$ cat config.mk
export PLATFORM = sky130hd
export DESIGN_NAME = sync_fifo_param
export DESIGN_NICKNAME = d
export VERILOG_FILES = /design/src/rtl/sync_fifo_param.sv
export SDC_FILE = /design/constraint.sdc
export NUM_CORES = 1
export LEC_CHECK = 0
export ABC_AREA = 1
export BUFFER_PORTS_ARGS = -buffer_cell sky130_fd_sc_hd__buf_2
export CAP_MARGIN = 20
export CORE_MARGIN = 5
export CORE_UTILIZATION = 40
export DETAILED_ROUTE_END_ITERATION = 8
export GPL_TIMING_DRIVEN = 0
export SLEW_MARGIN = 20
export SYNTH_ARGS = -nofsm -noshare
export SYNTH_HDL_FRONTEND = slang
export SYNTH_SLANG_ARGS = --single-unit
$ cat constraint.sdc
create_clock -name clk -period 3.6 [get_ports clk]
set_input_delay 0.9 -clock clk [delete_from_list [all_inputs] [get_ports clk]]
set_output_delay 0.9 -clock clk [all_outputs]
set_load 0.02 [all_outputs]
$ cat src/rtl/sync_fifo_param.sv
// Parametrised single-clock FIFO with threshold flags, occupancy count, flush and sticky errors.
// Define FIFO_FWFT_EN for first-word-fall-through reads; otherwise rdata is registered.
module sync_fifo_param #(
   parameter int WIDTH     = 8,
   parameter int DEPTH     = 16,
   parameter int AF_THRESH = DEPTH - 2,
   parameter int AE_THRESH = 2,
   localparam int CW       = $clog2(DEPTH) + 1,
   localparam int AW       = $clog2(DEPTH)
) (
   input  logic             clk,
   input  logic             res,
   input  logic             wr_en,
   input  logic [WIDTH-1:0] wdata,
   input  logic             rd_en,
   output logic [WIDTH-1:0] rdata,
   input  logic             flush,
   input  logic             clr_err,
   output logic             full,
   output logic             empty,
   output logic             almost_full,
   output logic             almost_empty,
   output logic [CW-1:0]    count,
   output logic             overflow,
   output logic             underflow
);

   localparam logic [CW-1:0] LP_DEPTH = CW'(DEPTH);
   localparam logic [CW-1:0] LP_AF    = CW'(AF_THRESH);
   localparam logic [CW-1:0] LP_AE    = CW'(AE_THRESH);

   logic [WIDTH-1:0] r_mem [DEPTH];
   logic [AW-1:0]    r_wr_ptr;
   logic [AW-1:0]    r_rd_ptr;
   logic [CW-1:0]    r_count;
   logic             r_overflow;
   logic             r_underflow;

   logic             w_full;
   logic             w_empty;
   logic             w_rd_acc;
   logic             w_wr_acc;
   logic             w_ovf_set;
   logic             w_udf_set;

   assign w_full  = (r_count == LP_DEPTH);
   assign w_empty = (r_count == '0);

   // flush suppresses both ports and any error they would otherwise raise
   assign w_rd_acc  = rd_en & ~w_empty & ~flush;
   assign w_wr_acc  = wr_en & (~w_full | w_rd_acc) & ~flush;
   assign w_ovf_set = wr_en & ~w_wr_acc & ~flush;
   assign w_udf_set = rd_en & w_empty & ~flush;

   always_ff @(posedge clk) begin
      if (w_wr_acc) begin
         r_mem[r_wr_ptr] <= wdata;
      end
   end

   always_ff @(posedge clk or negedge res) begin
      if (!res) begin
         r_wr_ptr <= '0;
         r_rd_ptr <= '0;
         r_count  <= '0;
      end else if (flush) begin
         r_wr_ptr <= '0;
         r_rd_ptr <= '0;
         r_count  <= '0;
      end else begin
         if (w_wr_acc) begin
            r_wr_ptr <= r_wr_ptr + AW'(1);
         end
         if (w_rd_acc) begin
            r_rd_ptr <= r_rd_ptr + AW'(1);
         end
         case ({w_wr_acc, w_rd_acc})
            2'b10:   r_count <= r_count + CW'(1);
            2'b01:   r_count <= r_count - CW'(1);
            default: r_count <= r_count;
         endcase
      end
   end

   // a new error in the same cycle as clr_err keeps the flag set
   always_ff @(posedge clk or negedge res) begin
      if (!res) begin
         r_overflow  <= 1'b0;
         r_underflow <= 1'b0;
      end else begin
         r_overflow  <= w_ovf_set | (r_overflow & ~clr_err);
         r_underflow <= w_udf_set | (r_underflow & ~clr_err);
      end
   end

`ifdef FIFO_FWFT_EN
   assign rdata = r_mem[r_rd_ptr];
`else
   logic [WIDTH-1:0] r_rdata;

   always_ff @(posedge clk or negedge res) begin
      if (!res) begin
         r_rdata <= '0;
      end else if (w_rd_acc) begin
         r_rdata <= r_mem[r_rd_ptr];
      end
   end

   assign rdata = r_rdata;
`endif

   assign full         = w_full;
   assign empty        = w_empty;
   assign almost_full  = (r_count >= LP_AF);
   assign almost_empty = (r_count <= LP_AE);
   assign count        = r_count;
   assign overflow     = r_overflow;
   assign underflow    = r_underflow;

endmodule

==> results.txt, run 1 <==
----------------------------------------------------
[Run status]
  Run status ... complete, no violations

[STA]
  Setup TNS ... 0 ns
  Setup slack after layout ... 1.051 ns
  Number of endpoints failing setup at the final stage ... 0
  Max Slew Vio Count ... 0
  Count of endpoints failing hold in the final timing report ... 0
  RSZ-0062 raised after global routing ... no
  Worst-Margin Slew ... 0.9578 ns
  Maximum clock frequency ... around 390 MHz
  Max-slew headroom at the worst pin ... 0.3591
  Shortest period the worst path allows ... 2.549 ns
  Final cycle utilization of the critical path ... 0.7081
  Clock tree skew after final layout ... approximately 0.0065 ns

[Yosys]
  Most numerous cell types in the synthesized netlist ... sky130_fd_sc_hd__edfxtp_1, sky130_fd_sc_hd__nor2_1, sky130_fd_sc_hd__o21ai_0
  Mean Syn Cell Area ... 11.80 sq um
  Area share of the largest cell type after synthesis ... 0.6042
  Synth Area in Simple Gates ... 0.1393
  Flops & latches, synth ... around 150
  Most instantiated flip-flop cell in the synthesis netlist ... sky130_fd_sc_hd__edfxtp_1
  Mapped cell area ... 0.006361 sq mm
  Syn nets ... between 500 and 600
  Part of the Yosys area used for sequential elements ... 0.6947
  Cell type contributing the most total cell area after synthesis ... sky130_fd_sc_hd__edfxtp_1
  Gate count after technology mapping ... around 540
  Compound-cell area share of the yosys netlist ... 0.1117
  Post-synth cell types ... 31
  Fraction of synthesis flops using an asynchronous set or reset pin ... 0.1523
  Combinational family with the most area after synthesis ... simple AND/OR/NAND/NOR gates
  Adder-Cell Fraction of Synth Area ... 0.01377
  Leading cell type by number of instances after synthesis ... sky130_fd_sc_hd__edfxtp_1
  Count of flip-flops with a built-in enable after synthesis ... 128
  Xor and xnor area share after synthesis ... 0.001377
  Multiplexer share of the synthesized area ... 0
  Count of synthesis-stage warnings from yosys ... 0
  Top post-synthesis cells by area ... sky130_fd_sc_hd__edfxtp_1, sky130_fd_sc_hd__dfrtp_1, sky130_fd_sc_hd__nor2_1

[Setup path]
  Slowest stage cell on the critical path ... sky130_fd_sc_hd__nor2_1
  Internal reg-to-reg setup slack ... about 1.3 ns
  Critical path startpoint category ... input port
  Ordered cell list for the critical path ... buf_2, nor2_4, inv_2, nand2_2, nand2_4, nor2_2, nand2_1, nor2_1
  RR Startpoint ... count[1]$_DFFE_PN0P_
  Largest fanout of any net on the critical path ... 8
  Kind of end point of the critical path ... flop
  Arrival time of data at the critical path endpoint ... 2.60 ns
  Crit path required time ... between 3 and 4 ns
  Setup CP Type ... in -> reg
  Reg-to-reg critical path endpoint ... r_mem[8][4]$_DFFE_PP_
  Critical Path Max Stage Delay ... 0.75 ns
  Depth of the worst register-to-register path ... 8

[Layout]
  Number of nets at the end of the flow ... just over 600
  Growth of design area from synthesis to finish ... 16.76%
  Antenna Cells ... 0
  Share of post-route cells with drive strength above 1 ... 0.1954
  Final design area excluding fillers ... 0.007427 sq mm
  Final core utilization ... 0.4710

[Die]
  I/O Pins ... 33
  Standard-cell row count ... 46
  Area of the die ... between 0.015 and 0.02 sq mm
  Die H ... 136.1 um
  Placeable Area ... approximately 0.016 sq mm
  Starting Density ... 0.4034
  Die Width ... 136.1 um

[Place]
  Dpl ws ... about 0.58 ns
  Post-DP HPWL ... roughly 11000 um
  Cell area reported after detailed placement ... between 0.006 and 0.007 sq mm
  Gpl congestion ... 0.8373
  Number of buffers inserted by port buffering ... 32

[Run]
  Max_cap viols ... 0

[Route]
  Number of DRC markers in iteration 0 ... ~410
  Total Wirelength ... around 16000 um
  Vias per cell ... roughly 5.3
  Wirelength per Cell ... between 15 and 20 um
  Total number of vias ... 4351
  Number of iterations in the first detailed-routing pass ... 5
  Number of remaining DRC errors ... 0
  Remaining antenna violation count after routing ... 0

[Clock network]
  Clock transition at the register clock pins on the worst setup and hold paths after CTS ... 0.06 ns
  TritonCTS Buffers ... 17
  Post-CTS Setup Repair Bufs ... 0
  Insertion delay to the later sink of the worst-skew pair ... ~0.43 ns
  Maximum level of the CTS H-tree ... 4
  PostCTS Resize Cnt ... 0
  Hold bufs inserted after CTS ... 0
  Clock root buffer master ... sky130_fd_sc_hd__clkbuf_16
  TritonCTS clock tree ... built
  Number of buffers between clock root and the deepest sink ... 2
  Total clock sinks ... 151

[Pwr]
  Overall power of the completed layout ... 0.005073 W
  Ratio of total power to cell area ... 683.1 mW/mm^2
  VDD IR-drop max ... 0.3801 mV
  Reported leakage power ... between 2 and 3 nW

[GRT]
  Initial antenna violation count ... 0
  First-pass GRT wire length ... between 20000 and 25000 um
  Total overflow reported by the global router ... 0
  Maximum number of pins on one net before global-route repair ... 24
  Vias in the first global route ... between 4000 and 5000
  Tot GR Track Use ... 0.1804

[Min path]
  Path category of the worst min-delay check ... in -> async

----------------------------------------------------
-- logic make-up after synthesis --
kind of cell               Yosys count
buffers and inverters               57
DFF                                151
and+or+nand+nor                    202
xor gates and xnor gates             1
AOI/OAI and AO/OA                  121
adders and majority gates            7
-- worst max path at each step --
stage	slack, ns	cells after the start	start	to
after CTS	1.04	8	flush	r_mem[8][4]$_DFFE_PP_
after floorplan	1.09	8	rd_en	r_mem[10][0]$_DFFE_PP_
after global routing	0.91	8	flush	r_mem[8][4]$_DFFE_PP_
after detailed placement	0.58	8	flush	r_mem[8][6]$_DFFE_PP_
final	1.05	8	flush	r_mem[8][4]$_DFFE_PP_
after global placement	0.18	8	flush	r_mem[9][6]$_DFFE_PP_
-- sequential cells by signal, summed over array words and instances, names as in the netlist --
name	count
r_wr_ptr	4
underflow	1
r_rd_ptr	4
r_mem	128
rdata	8
count	5
overflow	1
-- per-layer routing --
layer,vias to the layer above,global-route usage,share of wire
li1,2056,-,-
met1,2107,0.2467,0.43
met5,-,0,0
met4,0,0.06607,0.016
met2,167,0.2818,0.47
met3,21,0.04293,0.077
-- through the flow --
step | hold WS (ns) | instances
detailed placement | 0.4623 | 793
global placement | 0.4570 | 787
finish | 0.4393 | 825
CTS | 0.4483 | 825
global route | 0.4858 | 825
floorplan | 0.5717 | 539
-- final cells by class --
class / instances / area [sq um]
fill: 1444 / 8343
sequential: 151 / 4419
multi-input combinational: 331 / 1753
clock buffer: 18 / 429.2
tap: 216 / 270.3
timing repair buffer: 38 / 205.2
buffer: 25 / 126.4
inverter: 32 / 122.6
clock inverter: 14 / 101.3
-- layout by cell type (no fill, tap or decap), types with 3 or more instances in the layout --
cell / Yosys / final
sky130_fd_sc_hd__ha_1: 7 / 7
sky130_fd_sc_hd__clkinv_1: 2 / 3
sky130_fd_sc_hd__a21oi_1: 3 / 3
sky130_fd_sc_hd__clkinvlp_4: 0 / 7
sky130_fd_sc_hd__edfxtp_1: 128 / 128
sky130_fd_sc_hd__nand2_4: 3 / 3
sky130_fd_sc_hd__o22ai_1: 6 / 6
sky130_fd_sc_hd__nand2_1: 45 / 45
sky130_fd_sc_hd__o21ai_0: 73 / 73
sky130_fd_sc_hd__clkbuf_1: 8 / 9
sky130_fd_sc_hd__dfrtp_1: 23 / 23
sky130_fd_sc_hd__inv_1: 23 / 23
sky130_fd_sc_hd__nand3_1: 23 / 23
sky130_fd_sc_hd__nor2_1: 103 / 103
sky130_fd_sc_hd__clkbuf_16: 0 / 17
sky130_fd_sc_hd__nor3_2: 0 / 12
sky130_fd_sc_hd__nand2_2: 3 / 3
sky130_fd_sc_hd__nand4_1: 3 / 3
sky130_fd_sc_hd__o221ai_1: 6 / 6
sky130_fd_sc_hd__buf_4: 2 / 8
sky130_fd_sc_hd__o211ai_1: 26 / 26
sky130_fd_sc_hd__inv_6: 0 / 3
sky130_fd_sc_hd__buf_2: 14 / 46
sky130_fd_sc_hd__inv_2: 6 / 6
sky130_fd_sc_hd__a31oi_1: 5 / 5
sky130_fd_sc_hd__nor2_2: 4 / 4
-- worst max-delay path, delay by kind of cell --
family / cells / cell delay (ns)
AND/OR/NAND/NOR: 6 / 1.44
buffers and inverters: 2 / 0.24
-- power breakdown --
| group | total (W) | leakage, nW | switching (W) | internal (W) |
|---|---|---|---|---|
| sequential | 0.00207 | 1.45 | 0.0000727 | 0.00199 |
| clock | 0.00160 | 0.239 | 0.000718 | 0.000880 |
| combinational | 0.00141 | 0.991 | 0.000986 | 0.000423 |
(Power assumes the default switching activity.)
==> run 2, diff against run 1 <==
Settings changed: ABC_AREA 1 to 0.
Clock period 3.6 ns to 2.6 ns, I/O delays scaled along.
==> results.txt, run 2 <==
----------------------------------------------------
[GRT]
  First-pass GRT wire length ... 20310 um (-17%)
  Total overflow reported by the global router ... 0 (unchanged)
  Maximum number of pins on one net before global-route repair ... 24 (unchanged)
  Tot GR Track Use ... 0.1558 (-0.02457)
  Initial antenna violation count ... 0 (unchanged)
  Vias in the first global route ... 3394 (-19%)

[STA]
  RSZ-0062 raised after global routing ... yes
  Shortest period the worst path allows ... 2.565 ns
  Worst-Margin Slew ... 0.9526 ns (-0.005165 ns)
  Max Slew Vio Count ... 0 (unchanged)
  Max-slew headroom at the worst pin ... 0.3626 (+0.003456)
  Clock tree skew after final layout ... 0.01176 ns (+0.005270 ns)
  Maximum clock frequency ... 389.9 MHz
  Count of endpoints failing hold in the final timing report ... 0 (unchanged)
  Number of endpoints failing setup at the final stage ... 0 (unchanged)
  Final cycle utilization of the critical path ... 0.9865

[Die]
  Placeable Area ... 0.01520 sq mm (-3.6%)
  Starting Density ... 0.4083 (+0.004949)
  Area of the die ... 0.01811 sq mm (-2.2%)
  I/O Pins ... 33 (unchanged)
  Die H ... 134.6 um (-1.1%)
  Standard-cell row count ... 45 (-2.2%)
  Die Width ... 134.6 um (-1.1%)

[Run status]
  Run status ... complete, no violations

[Clock network]
  Insertion delay to the later sink of the worst-skew pair ... 0.42 ns (about the same)
  Clock root buffer master ... sky130_fd_sc_hd__clkbuf_16
  Hold bufs inserted after CTS ... 0 (unchanged)
  Number of buffers between clock root and the deepest sink ... 2 (unchanged)
  Maximum level of the CTS H-tree ... 4 (unchanged)
  Total clock sinks ... 151 (unchanged)
  TritonCTS Buffers ... 17 (unchanged)
  Clock transition at the register clock pins on the worst setup and hold paths after CTS ... 0.06 ns (about the same)
  TritonCTS clock tree ... built

[Yosys]
  Syn nets ... 372 (-34%)
  Most numerous cell types in the synthesized netlist ... sky130_fd_sc_hd__edfxtp_1, sky130_fd_sc_hd__mux4_2, sky130_fd_sc_hd__dfrtp_1
  Mapped cell area ... 0.006207 sq mm (-2.4%)
  Part of the Yosys area used for sequential elements ... 0.7120 (+0.01722)
  Count of flip-flops with a built-in enable after synthesis ... 128 (unchanged)
  Area share of the largest cell type after synthesis ... 0.6192 (+0.01498)
  Leading cell type by number of instances after synthesis ... sky130_fd_sc_hd__edfxtp_1
  Mean Syn Cell Area ... 17.68 sq um (+50%)
  Cell type contributing the most total cell area after synthesis ... sky130_fd_sc_hd__edfxtp_1
  Most instantiated flip-flop cell in the synthesis netlist ... sky130_fd_sc_hd__edfxtp_1
  Flops & latches, synth ... 151 (unchanged)
  Post-synth cell types ... 40 (+29%)
  Top post-synthesis cells by area ... sky130_fd_sc_hd__edfxtp_1, sky130_fd_sc_hd__mux4_2, sky130_fd_sc_hd__dfrtp_1
  Gate count after technology mapping ... 351 (-35%)
  Fraction of synthesis flops using an asynchronous set or reset pin ... 0.1523 (unchanged)
  Count of synthesis-stage warnings from yosys ... 0 (unchanged)

[Place]
  Number of buffers inserted by port buffering ... 32 (unchanged)
  Post-DP HPWL ... 8721 um (-18%)
  Gpl congestion ... 0.7853 (-6.2%)
  Cell area reported after detailed placement ... 0.006674 sq mm (-3.2%)

[Setup path]
  Crit path required time ... 2.64 ns (-1.01 ns)
  Depth of the worst register-to-register path ... 6 (-2)
  Largest fanout of any net on the critical path ... 10 (+2)
  Slowest stage cell on the critical path ... sky130_fd_sc_hd__nor2_1
  Kind of end point of the critical path ... flop
  Setup CP Type ... reg -> reg
  Critical path startpoint category ... flop
  Critical Path Max Stage Delay ... 0.77 ns (+0.02 ns)
  Most frequent cell on the critical path ... sky130_fd_sc_hd__nor2_1
  RR Startpoint ... count[4]$_DFFE_PN0P_
  Reg-to-reg critical path endpoint ... r_mem[5][1]$_DFFE_PP_
  Startpoint of the most critical setup path ... count[4]$_DFFE_PN0P_
  CP Capture Point ... r_mem[5][1]$_DFFE_PP_
  Arrival time of data at the critical path endpoint ... 2.60 ns (about the same)
  Internal reg-to-reg setup slack ... 0.04 ns (-1.27 ns)
  Ordered cell list for the critical path ... buf_2, inv_1, nor2_1, a21oi_1, nand3b_1, nor2_1

[Layout]
  Layout filler cell count ... 1280 (-11%)
  Number of nets at the end of the flow ... 428 (-31%)
  Growth of design area from synthesis to finish ... 19.19%
  Commonest non-fill, non-tap cell in the layout ... sky130_fd_sc_hd__edfxtp_1
  Largest Register ... r_mem
  Final design area excluding fillers ... 0.007398 sq mm (-0.39%)
  Max FFs per register ... 128 (unchanged)
  Flip-flop and latch area ... 0.004420 sq mm (about the same)
  Leading cell types in the layout, fill and taps excluded ... sky130_fd_sc_hd__edfxtp_1, sky130_fd_sc_hd__buf_2, sky130_fd_sc_hd__mux4_2, sky130_fd_sc_hd__nand2_1, sky130_fd_sc_hd__dfrtp_1
  Final core utilization ... 0.4867 (+0.01571)
  Share of post-route cells with drive strength above 1 ... 0.3262 (+0.1308)
  Total area of multi-input combinational cells ... 0.001703 sq mm (-2.9%)
  Antenna Cells ... 0 (unchanged)

[Route]
  Total number of vias ... 3286 (-24%)
  Vias per cell ... 5.405 (+2.5%)
  Total Wirelength ... 13240 um (-16%)
  Remaining antenna violation count after routing ... 0 (unchanged)
  Number of remaining DRC errors ... 0 (unchanged)
  Number of iterations in the first detailed-routing pass ... 4 (-1)
  Wirelength per Cell ... 21.77 um (+14%)
  Number of DRC markers in iteration 0 ... 191 (-53%)

[Pwr]
  Ratio of total power to cell area ... 1021 mW/mm^2 (+49%)
  Reported leakage power ... 2.563 nW (-4.3%)
  VDD IR-drop max ... 0.7983 mV (+110%)

[Min path]
  Path category of the worst min-delay check ... in -> async

[Run]
  Max_cap viols ... 0 (unchanged)

----------------------------------------------------
[run 2: cell families after synthesis]
family                   count (synthesis)  synth area share
AND/OR/NAND/NOR                         71           0.05684
buffers and inverters                   29           0.02116
XOR/XNOR                                 9           0.01270
AO/OA/AOI/OAI                           34           0.03245
flip-flops                             151            0.7120
multiplexers                            50            0.1508
adder cells (fa/ha/maj)                  7           0.01411
[run 2: cell type report]
cell class	count	share of cell area
flip-flops and latches	151	0.5975
multi-input cells	171	0.2302
clock buffers	20	0.06038
clock inverters	12	0.03332
well taps	188	0.03179
repair buffers	37	0.02672
plain buffers	18	0.01454
inverters	11	0.005581
[run 2: worst min-delay path by stage]
stage                         startpoint                 endpoint  slack, ns  cells after the start
global route                         res  r_rd_ptr[2]$_DFFE_PN0P_       0.24                      1
CTS                                  res     rdata[0]$_DFFE_PN0N_       0.23                      1
global placement    rdata[5]$_DFFE_PN0N_     rdata[5]$_DFFE_PN0N_       0.46                      2
finish                               res  r_rd_ptr[2]$_DFFE_PN0P_       0.22                      1
floorplan                            res     count[0]$_DFFE_PN0P_       0.35                      0
detailed placement  rdata[5]$_DFFE_PN0N_     rdata[5]$_DFFE_PN0N_       0.47                      2
[run 2: metrics by stage]
step	setup WS [ns]	setup TNS [ns]	total power (W)	hold slack, ns	std cells
after floorplan	0.01272	0	0.004201	0.3544	351
final	0.03512	0	0.007553	0.2159	608
after CTS	-0.04653	-0.8095	0.007606	0.2259	608
after global routing	-0.1345	-2.628	0.007904	0.2385	608
after global placement	-0.5436	-20.47	0.004690	0.4628	571
after detailed placement	-0.3029	-5.931	0.004723	0.4707	575
[run 2: where the power goes]
group	leakage, nW	switching (W)	total (W)	internal (W)
Sequential	1.45	0.000101	0.00288	0.00278
Clock	0.328	0.000940	0.00286	0.00192
Combinational	0.782	0.00100	0.00181	0.000810
[run 2: metal layers]
metal	part of all wire	GRT usage	up-vias
li1	-	-	1484
met1	0.41	0.2047	1667
met2	0.50	0.2469	120
met3	0.078	0.05179	15
met4	0.011	0.05034	0
met5	0	0	-
[run 2: what timing repair did]
action                     4_1_cts  5_1_grt
resized for setup                4       14
setup endpoints to repair       28       62
setup buffers                    1        0
pin swaps                        1        0
gates cloned                     0        0
[run 2: critical path: cells and delay by family (launching register included)]
kind                   cells  cell delay (ns)
AO/OA/AOI/OAI              1             0.35
buffers and inverters      2             0.36
AND/OR/NAND/NOR            3             1.09
flip-flops                 1             0.37
